### src/rtl/sad_datapath.sv
// sad_datapath
// Sum-of-absolute-differences datapath for one block-matching step.
// Reads N_WORDS 32-bit words (four 8-bit pixels each) from a current
// and a reference block memory, and accumulates |a - b| over every pixel.
// Pipeline: issue (cnt/v0) -> abs-diff (v1) -> word sum (v2) -> accumulate.
// An issue in cycle t appears in sad from cycle t+4; finish rises on the
// same edge that folds in the final word and then holds with sad until
// the control FSM clears the block.
// N_WORDS must equal 2**ADDR_W so the address is exactly the low bits of
// the issue counter and the extra counter bit marks a completed block.

module sad_datapath #(
   parameter int N_WORDS = 16,
   parameter int ADDR_W  = 4
) (
   input  logic              clk,
   input  logic              rst,
   input  logic              rst_sad,
   input  logic              en,
   output logic [ADDR_W-1:0] addr,
   input  logic [31:0]       data_a,
   input  logic [31:0]       data_b,
   output logic              finish,
   output logic [15:0]       sad
);

   // Counter value that marks "every word of the block has been issued".
   localparam logic [ADDR_W:0] CntMax = (ADDR_W + 1)'(N_WORDS);

   // Issue counter and per-stage valid bits.
   logic [ADDR_W:0] cnt_q, cnt_d;
   logic            v0_q, v0_d;
   logic            v1_q, v1_d;
   logic            v2_q, v2_d;

   // Stage data: four pixel magnitudes, then their sum.
   logic [7:0]      absDiff_q [4];
   logic [7:0]      absDiff_d [4];
   logic [9:0]      wordSum_q, wordSum_d;

   // Accumulator and completion flag.
   logic [15:0]     sad_q, sad_d;
   logic            finish_q, finish_d;

   // Unpacked pixel views of the incoming memory words.
   logic [7:0]      pixA [4];
   logic [7:0]      pixB [4];

   logic            issue;
   logic            lastWord;

   // A new read goes out only when enabled, not being cleared, and words remain.
   assign issue = en && !rst_sad && (cnt_q < CntMax);

   // The final word is in the accumulate stage with nothing behind it.
   assign lastWord = v2_q && !v1_q && !v0_q && (cnt_q == CntMax);

   assign addr   = cnt_q[ADDR_W-1:0];
   assign finish = finish_q;
   assign sad    = sad_q;

   // Per-pixel magnitude, ordered so the subtraction never wraps.
   always_comb begin
      for (int i = 0; i < 4; i++) begin
         pixA[i]      = data_a[8*i +: 8];
         pixB[i]      = data_b[8*i +: 8];
         absDiff_d[i] = (pixA[i] >= pixB[i]) ? (pixA[i] - pixB[i])
                                              : (pixB[i] - pixA[i]);
      end
   end

   // Sum of the four registered magnitudes; 4 * 255 = 1020 fits ten bits.
   always_comb begin
      wordSum_d = 10'(absDiff_q[0]) + 10'(absDiff_q[1])
                + 10'(absDiff_q[2]) + 10'(absDiff_q[3]);
   end

   // Control next-state: issue/drain progression, with block clear on top.
   always_comb begin
      cnt_d    = cnt_q;
      v0_d     = issue;
      v1_d     = v0_q;
      v2_d     = v1_q;
      sad_d    = sad_q;
      finish_d = finish_q;

      if (issue) begin
         cnt_d = cnt_q + (ADDR_W + 1)'(1);
      end

      if (v2_q) begin
         sad_d = sad_q + 16'(wordSum_q);
      end

      if (lastWord) begin
         finish_d = 1'b1;
      end

      if (rst_sad) begin
         cnt_d    = '0;
         v0_d     = 1'b0;
         v1_d     = 1'b0;
         v2_d     = 1'b0;
         sad_d    = '0;
         finish_d = 1'b0;
      end
   end

   // Control state register with synchronous active-low reset.
   always_ff @(posedge clk) begin
      if (!rst) begin
         cnt_q    <= '0;
         v0_q     <= 1'b0;
         v1_q     <= 1'b0;
         v2_q     <= 1'b0;
         sad_q    <= '0;
         finish_q <= 1'b0;
      end else begin
         cnt_q    <= cnt_d;
         v0_q     <= v0_d;
         v1_q     <= v1_d;
         v2_q     <= v2_d;
         sad_q    <= sad_d;
         finish_q <= finish_d;
      end
   end

   // Stage data registers load only behind a valid word; otherwise they keep stale data.
   always_ff @(posedge clk) begin
      if (!rst) begin
         for (int i = 0; i < 4; i++) begin
            absDiff_q[i] <= '0;
         end
         wordSum_q <= '0;
      end else begin
         if (v0_q) begin
            for (int i = 0; i < 4; i++) begin
               absDiff_q[i] <= absDiff_d[i];
            end
         end
         if (v1_q) begin
            wordSum_q <= wordSum_d;
         end
      end
   end

endmodule
### config.mk
export PLATFORM = sky130hd
export DESIGN_NAME = sad_datapath
export DESIGN_NICKNAME = d
export VERILOG_FILES = /design/src/rtl/sad_datapath.sv
export SDC_FILE = /design/constraint.sdc
export NUM_CORES = 1
export LEC_CHECK = 0
export CORE_MARGIN = 2
export CORE_UTILIZATION = 49
export CTS_CLUSTER_DIAMETER = 80
export CTS_CLUSTER_SIZE = 28
export DETAILED_ROUTE_END_ITERATION = 8
export GPL_ROUTABILITY_DRIVEN = 1
export PLACE_DENSITY = 0.81
export SLEW_MARGIN = 20
export SYNTH_ARGS = -nofsm -noshare
export SYNTH_HDL_FRONTEND = slang
export SYNTH_SLANG_ARGS = --single-unit
### constraint.sdc
create_clock -name clk -period 9 [get_ports clk]
set_input_delay 0.9 -clock clk [delete_from_list [all_inputs] [get_ports clk]]
set_output_delay 0.9 -clock clk [all_outputs]
set_load 0.03 [all_outputs]
; Yosys cells after proc, flatten, opt, wreduce, memory -nomap -nowiden
; Memories as Yosys holds them, arrays and structs flattened.
; Index checks and enable logic that the tools add are counted.
[word_totals]
register_bits = 35
latchBits = 0
mem_bits_rw = 32
romBits = 0
inputBits = 68
output_inout_bits = 21
word_cells = 53
n_memories = 1
[classes]
addsub = 13
mul = 0
n_div = 0
magnitude_cmp = 5
eq_ne = 1
shift = 0
n_mux = 12
n_bitwise = 5
n_reduce_logical = 9
[mem_list]
columns = name, depth, word_bits, read_ports, rd_ports_with_merged_regs, wr, line_no
row1 = absDiff_q, 4, 8, 4, 0, 4, 37  ; logic [7:0] absDiff_q [4];
[ops]
columns = cell, n
row1 = $mux 8, 8
row2 = $sub 8x8->8, 8
row3 = $ge 8x8->1, 4
row4 = $add 16x10->16, 1
row5 = $add 10x8->10, 1
row6 = $add 9x8->10, 1
row7 = $add 8x8->9, 1
row8 = $add 5x1->5 const B, 1
row9 = $eq 5x5->1 const B, 1
row10 = $logic_and 1x1->1, 5
row11 = $lt 5x5->1 const B, 1
row12 = $mux 1, 4
row13 = $or 1x1->1, 4
row14 = $logic_not 1->1, 3
row15 = $reduce_or 2->1, 1
row16 = $not 1->1, 1

; Depth between registers and ports, before layout
; Gate-level depths: netlist of the first run.
[logic_depth]
depth_word = 4
ltp_mapped = 13
mapped_depth_nobuf = 13

; Worst setup path before layout of the first run
; Ideal clock, no wire load.
[synth_path]
kind = input port to flip-flop
from = in data_a[24]
to = mem absDiff_q[3][6], data pin
setup_time_ns = 0.267
t_arrival_ns = 2.678
t_required_ns = 8.733
slack_ns = 6.056
stages = 9
n_path_buf = 0
cell_sequence = inv_1 -> ha_1 -> fa_1 -> nand3b_1 -> a31oi_2 -> a211oi_4 -> or3_2 -> a21oi_1 -> nor3_2
[synth_lines]
columns = item, line_no
row1 = start: declaration, 21  ; input logic [31:0] data_a,
row2 = end: declaration, 37

==> results.txt, run 1 <==
Outcome: complete, no violations
First-pass GRT wire length: 22880 µm
Clock tree from TritonCTS: yes
Via/cell ratio: 5.458
Hold-fix buffers, CTS: 0
Die area: 13880 µm²
CP Max Fanout: 9
Hpwl dp: 10570 µm
CP Launch Point: data_a[24]
Core Region: 12620 µm²
Slew margin rel.: 45.23%
Final Instance Area: 7672 µm²
Synth Net Count: 893
Top post-synthesis cells by area: ha_1, edfxtp_1, dfxtp_1
Maximum vdd ir drop: 0.0001079 V
Pwr Total: 1027 µW
Setup_tns: 0 ns
Synth top area share: 15.97%
Starting Density: 50.29%
WL/cell: 13.49 µm
Initial DRC count: 483
Fillers: 1087
Predominant post-synthesis flop cell: dfxtp_1
Share of cells above drive strength 1: 5.119%
Synth cell types: 60
Crit path time final: 3.285 ns
Layout Skew: 0.008270 ns
Worst setup SP type: primary input
Final setup fails: 0
Cell taking the most area after synthesis: ha_1
Yosys reg bits: 67
Number of synthesized flops with an enable pin: 32
DRC: 0
Crit. End Element: flip-flop
Post-Syn Instances: 719
Critical R2R Capture: wordSum_q[9]
Pre-CTS setup slack: 5.386 ns
Area growth, synth to finish: 20.90%
DIE WIDTH: 117.8 µm
Netlist Area Pre-Place: 6346 µm²
Post-synthesis sequential area ratio: 26.18%
Post-synth ARST share: 0%
Reg clk slew, reported paths: 0.06 ns
Max-slew violations: 0
Num CTS Buffers: 9
Tcrit/Tclk final: 36.49%
Min-Delay Path Class: flip-flop to flip-flop
Top-count cell post-synth: inv_1
Synth Area per Inst: 8.826 µm²
Global placement routability congestion: 0.8822
Rows: 41
R2R cell count: 13
Largest net degree at the start of global routing: 33
LEAKAGE: 0.003508 µW
Fmax: 304.5 MHz
Data arrival, critical path: 3.34 ns
Most frequent cells after synthesis: inv_1, ha_1, a21oi_1
Tot GR Track Use: 19.56%
Crit path to: absDiff_q[3][6]
Reg-to-reg startpoint: absDiff_q[0][1]
Port-buffer cells: 88
Setup WS post-layout: 5.715 ns
Power Dens Cells: 133.8 nW/µm²
Vias in the first global route: 5171
Final ANT Viol Nets: 0
Worst-skew pair later-pin latency: 0.33 ns
Critical path data required time: 9.06 ns
Setup repair bufs after CTS: 0
Slew at the pin closest to its max-slew limit: 0.8198 ns
IO Pins: 89
N_diodes: 0
R2R Setup Slk: 5.84 ns
CTS H-tree lvls: 3
Layout Nets: 970
Crit Path Class: primary input to flip-flop
Initial antenna violation count: 0
Routed vias: 5311
CTS sink count: 67
CTS resizes: 0
RSZ-0062 raised after global routing: no
Routed WL: 13130 µm
Gr ovfl total: 0
DR pass1 iterations: 6
Die Height: 117.8 µm
Buffers from clock root to sink, at most: 2
Total of max-cap violations: 0
Dpl cell area: 7337 µm²
Synth warn: 0
Final Hold Vio Count: 0
CTS root buf: clkbuf_16
registers in the layout, summed over array words and instances, names as in the netlist:
signal,count
absDiff_q,32
cnt_q,5
finish,1
sad,16
v0_q,1
v1_q,1
v2_q,1
wordSum_q,10
how the worst min path moves through the flow:
stage,startpoint,end,slack [ns],cells past startpoint
CTS,sad[15],sad[15],0.49,2
global placement,finish,finish,0.46,2
global route,wordSum_q[2],wordSum_q[2],0.52,1
finish,sad[15],sad[15],0.49,2
detailed placement,wordSum_q[7],wordSum_q[7],0.48,2
floorplan,wordSum_q[2],wordSum_q[2],0.46,1
power breakdown:
part / internal (µW) / leakage (µW) / switching [µW] / total (µW)
Combinational: 144 / 0.00272 / 166 / 310
Sequential: 334 / 0.000625 / 5.90 / 340
Clock: 245 / 0.000164 / 132 / 377
Total: 722 / 0.00351 / 304 / 1030
cells in the final DEF (no fill, tap or decap), types with 4 or more instances in the layout:
cell,count
mux2_2,6
fa_1,25
a21oi_1,49
a31oi_1,8
a211oi_1,9
xor2_1,7
xnor2_1,9
inv_1,124
a21o_1,29
nor2_1,36
clkdlybuf4s50_1,88
o21a_1,5
a221oi_1,10
dfxtp_1,35
and2_1,9
clkbuf_16,12
a22o_1,6
edfxtp_1,32
nand4_1,14
nand3_1,12
o21ai_0,35
nand2b_1,5
mux2i_1,18
nand3b_1,8
o22a_1,7
and3_1,8
o21bai_1,4
nor2b_1,19
a22oi_1,6
ha_1,81
nor3_2,4
o22ai_1,7
nand2_1,28
o221a_2,4
logic make-up (layout without fill, tap and decap cells):
kind of cell | Yosys count | count (layout) | share of synthesized area [%]
AOI/OAI and AO/OA | 204 | 204 | 21.65
and+or+nand+nor | 155 | 155 | 13.09
buffers and inverters | 147 | 229 | 9.109
adders and majority gates | 106 | 106 | 23.86
DFF | 67 | 67 | 26.18
muxes | 24 | 24 | 3.904
xor gates and xnor gates | 16 | 16 | 2.208
routing by layer:
layer | share of wire (%) | global-route usage [%]
met5 | 0 | 0
met4 | 0.96 | 4.217
met3 | 4.6 | 3.682
met2 | 50 | 35.21
met1 | 45 | 24.29
critical path, stage by stage:
cell and delay, ns:
clkdlybuf4s50_1 0.48, inv_1 0.06, ha_1 0.21, fa_1 0.39, nand3b_1 0.20, a31oi_2 0.25
a211oi_4 0.12, or3_2 0.48, a21oi_1 0.20, nor3_2 0.05
per-stage QoR:
step,util [%],instances,hold WS [ns]
2_1_floorplan,-,719,0.4578
3_3_place_gp,58.14,957,0.4620
3_5_place_dp,58.14,957,0.4843
4_1_cts,60.80,973,0.4939
5_1_grt,60.80,973,0.5199
6_report,60.80,973,0.4869
area by class of cell:
class                           count  area, µm²  area share [%]
Clock buffer                       13      314.1           4.093
Clock inverter                      3      21.27          0.2772
Inverter                          124      465.4           6.067
Multi-Input combinational cell    505       4106           53.52
Sequential cell                    67       1662           21.66
Tap cell                          172      215.2           2.805
Timing Repair Buffer               89      888.4           11.58
Power figures use the tool's default switching activity.
==> inputs of run 2 (changes only) <==
clock period = 3.4 ns   (was 9 ns; I/O delays follow)
==> run 2 against run 1 <==
  * Sequential share of layout area is essentially flat
  * Clock power up 150%
  * Hold slack worse by 0.0016 ns
==> results.txt, run 2 (same netlist as run 1, synthesis figures left out) <==
Starting Density: 50.29% (unchanged)
Maximum vdd ir drop: 0.0002863 V (+170%)
Setup_tns: 0 ns (unchanged)
WHS Endpoint: wordSum_q[2]
Share of cells above drive strength 1: 5.590% (+0.47 points)
Hpwl dp: 10570 µm (about the same)
First-pass GRT wire length: 22680 µm (-0.87%)
Port-buffer cells: 88 (unchanged)
CTS root buf: clkbuf_16
Tcrit/Tclk final: 92.75%
Total of max-cap violations: 0 (unchanged)
Routed WL: 13190 µm (+0.50%)
Die area: 13880 µm² (unchanged)
Worst hold margin: 0.4853 ns (-0.001604 ns)
Slew margin rel.: 48.64% (+3.4 points)
Vias in the first global route: 5151 (-0.39%)
CTS resizes: 0 (unchanged)
Buffers from clock root to sink, at most: 2 (unchanged)
Core Region: 12620 µm² (unchanged)
Worst Hold Path Cells: 1 (-1)
Crit path time final: 3.153 ns
Area growth, synth to finish: 20.94% (about the same)
Hold Crit Start: wordSum_q[2]
Clock tree from TritonCTS: yes
Final core utilization: 60.82% (about the same)
Critical path data required time: 3.65 ns (-5.41 ns)
CP Launch Point: absDiff_q[0][1]
Max-slew violations: 0 (unchanged)
Crit-path cells: inv_1, fa_1, inv_1, fa_1, ha_1, inv_1, fa_1, nor2b_1, o21ai_0, a21boi_0, o31a_1, o21ai_0, a31oi_1
Dpl cell area: 7367 µm² (+0.41%)
Worst-skew pair later-pin latency: 0.33 ns (about the same)
Slew at the pin closest to its max-slew limit: 0.7687 ns (-0.05107 ns)
R2R Setup Slk: 0.25 ns (-5.59 ns)
DR pass1 iterations: 6 (unchanged)
DIE WIDTH: 117.8 µm (unchanged)
WL/cell: 13.50 µm (about the same)
CTS H-tree lvls: 3 (unchanged)
GR Layer Usage met2: 35.57% (+0.36 points)
Rows: 41 (unchanged)
Final Instance Area: 7675 µm² (about the same)
Initial DRC count: 343 (-29%)
Largest register FFs: 32 (unchanged)
Power Dens Cells: 344.2 nW/µm² (+160%)
Num CTS Buffers: 9 (unchanged)
Die Height: 117.8 µm (unchanged)
Final Hold Vio Count: 0 (unchanged)
Via/cell ratio: 5.443 (-0.28%)
Crit. End Element: flip-flop
Setup repair bufs after CTS: 0 (unchanged)
Commonest cells after routing, fill and taps aside: inv_1, clkdlybuf4s50_1, ha_1
Global placement routability congestion: 0.9206 (+4.4%)
Final setup fails: 0 (unchanged)
Biggest register: absDiff_q
Data arrival, critical path: 3.40 ns (+0.06 ns)
M1 GR Usage: 24.04% (-0.25 points)
Largest net degree at the start of global routing: 33 (unchanged)
Most Used Layer, Global Route: met2
Tot GR Track Use: 19.48% (-0.085 points)
Fmax: 317.1 MHz
Worst setup SP type: flip-flop
CTS sink count: 67 (unchanged)
Hold-fix buffers, CTS: 0 (unchanged)
RSZ-0062 raised after global routing: no
N_diodes: 0 (unchanged)
CP Max Fanout: 3 (-6)
LEAKAGE: 0.003521 µW (+0.37%)
Critical R2R Capture: wordSum_q[9]
Reg-to-reg startpoint: absDiff_q[0][1]
Routed vias: 5318 (+0.13%)
R2R cell count: 13 (unchanged)
Crit Path Class: flip-flop to flip-flop
IO Pins: 89 (unchanged)
Slowest cell on crit path: fa_1
Crit-path max cell delay: 0.54 ns (+0.06 ns)
Met3 Resource Use GR: 3.585% (-0.097 points)
Initial antenna violation count: 0 (unchanged)
Commonest non-fill, non-tap cell in the layout: inv_1
Outcome: complete, no violations
Layout Nets: 974 (+0.41%)
DRC: 0 (unchanged)
Reg clk slew, reported paths: 0.05 ns (about the same)
Gr ovfl total: 0 (unchanged)
Layout Skew: 0.006498 ns (-0.001772 ns)
Min-Delay Path Class: flip-flop to flip-flop
Final ANT Viol Nets: 0 (unchanged)
==> run 2: worst max path at each step <==
stage | end | slack, ns | cells after the start
floorplan | wordSum_q[7] | 0.48 | 13
global route | wordSum_q[7] | 0.03 | 13
global placement | wordSum_q[7] | 0.37 | 13
finish | wordSum_q[9] | 0.25 | 13
CTS | wordSum_q[9] | 0.23 | 13
detailed placement | wordSum_q[9] | 0.28 | 13
==> run 2: layout make-up <==
cell class	count	area (µm²)
Clock buffer	13	291.5
Clock inverter	3	16.27
Fill cell	1105	4945
Inverter	124	465.4
Multi-Input combinational cell	505	4106
Sequential cell	67	1662
Tap cell	172	215.2
Timing Repair Buffer	93	918.4
==> run 2: critical path, delay by kind of cell, from the launching register on <==
| kind | cells | cell delay, ns |
|---|---|---|
| buf+inv | 3 | 0.18 |
| compound gates | 5 | 0.84 |
| flops | 1 | 0.33 |
| simple gates | 1 | 0.12 |
| fa+ha+maj | 4 | 1.62 |
==> run 2: per-stage QoR <==
step	total power (µW)	setup WS [ns]	instances
2_1_floorplan	1491	0.4825	719
3_3_place_gp	1703	0.3654	961
3_5_place_dp	1725	0.2820	961
4_1_cts	2646	0.2350	977
5_1_grt	2807	0.02756	977
6_report	2642	0.2466	977
==> run 2: where the power goes <==
group | switching (µW) | total (µW) | leakage (µW) | internal (µW)
registers | 15.8 | 899 | 0.000625 | 884
logic | 436 | 817 | 0.00274 | 381
clock network | 330 | 925 | 0.000157 | 595
total | 782 | 2640 | 0.00352 | 1860
==> run 2: layer usage <==
metal | share of wire (%) | vias up
li1 | - | 2678
met1 | 44 | 2469
met2 | 50 | 158
met3 | 4.4 | 13
met4 | 0.92 | 0
met5 | 0 | -
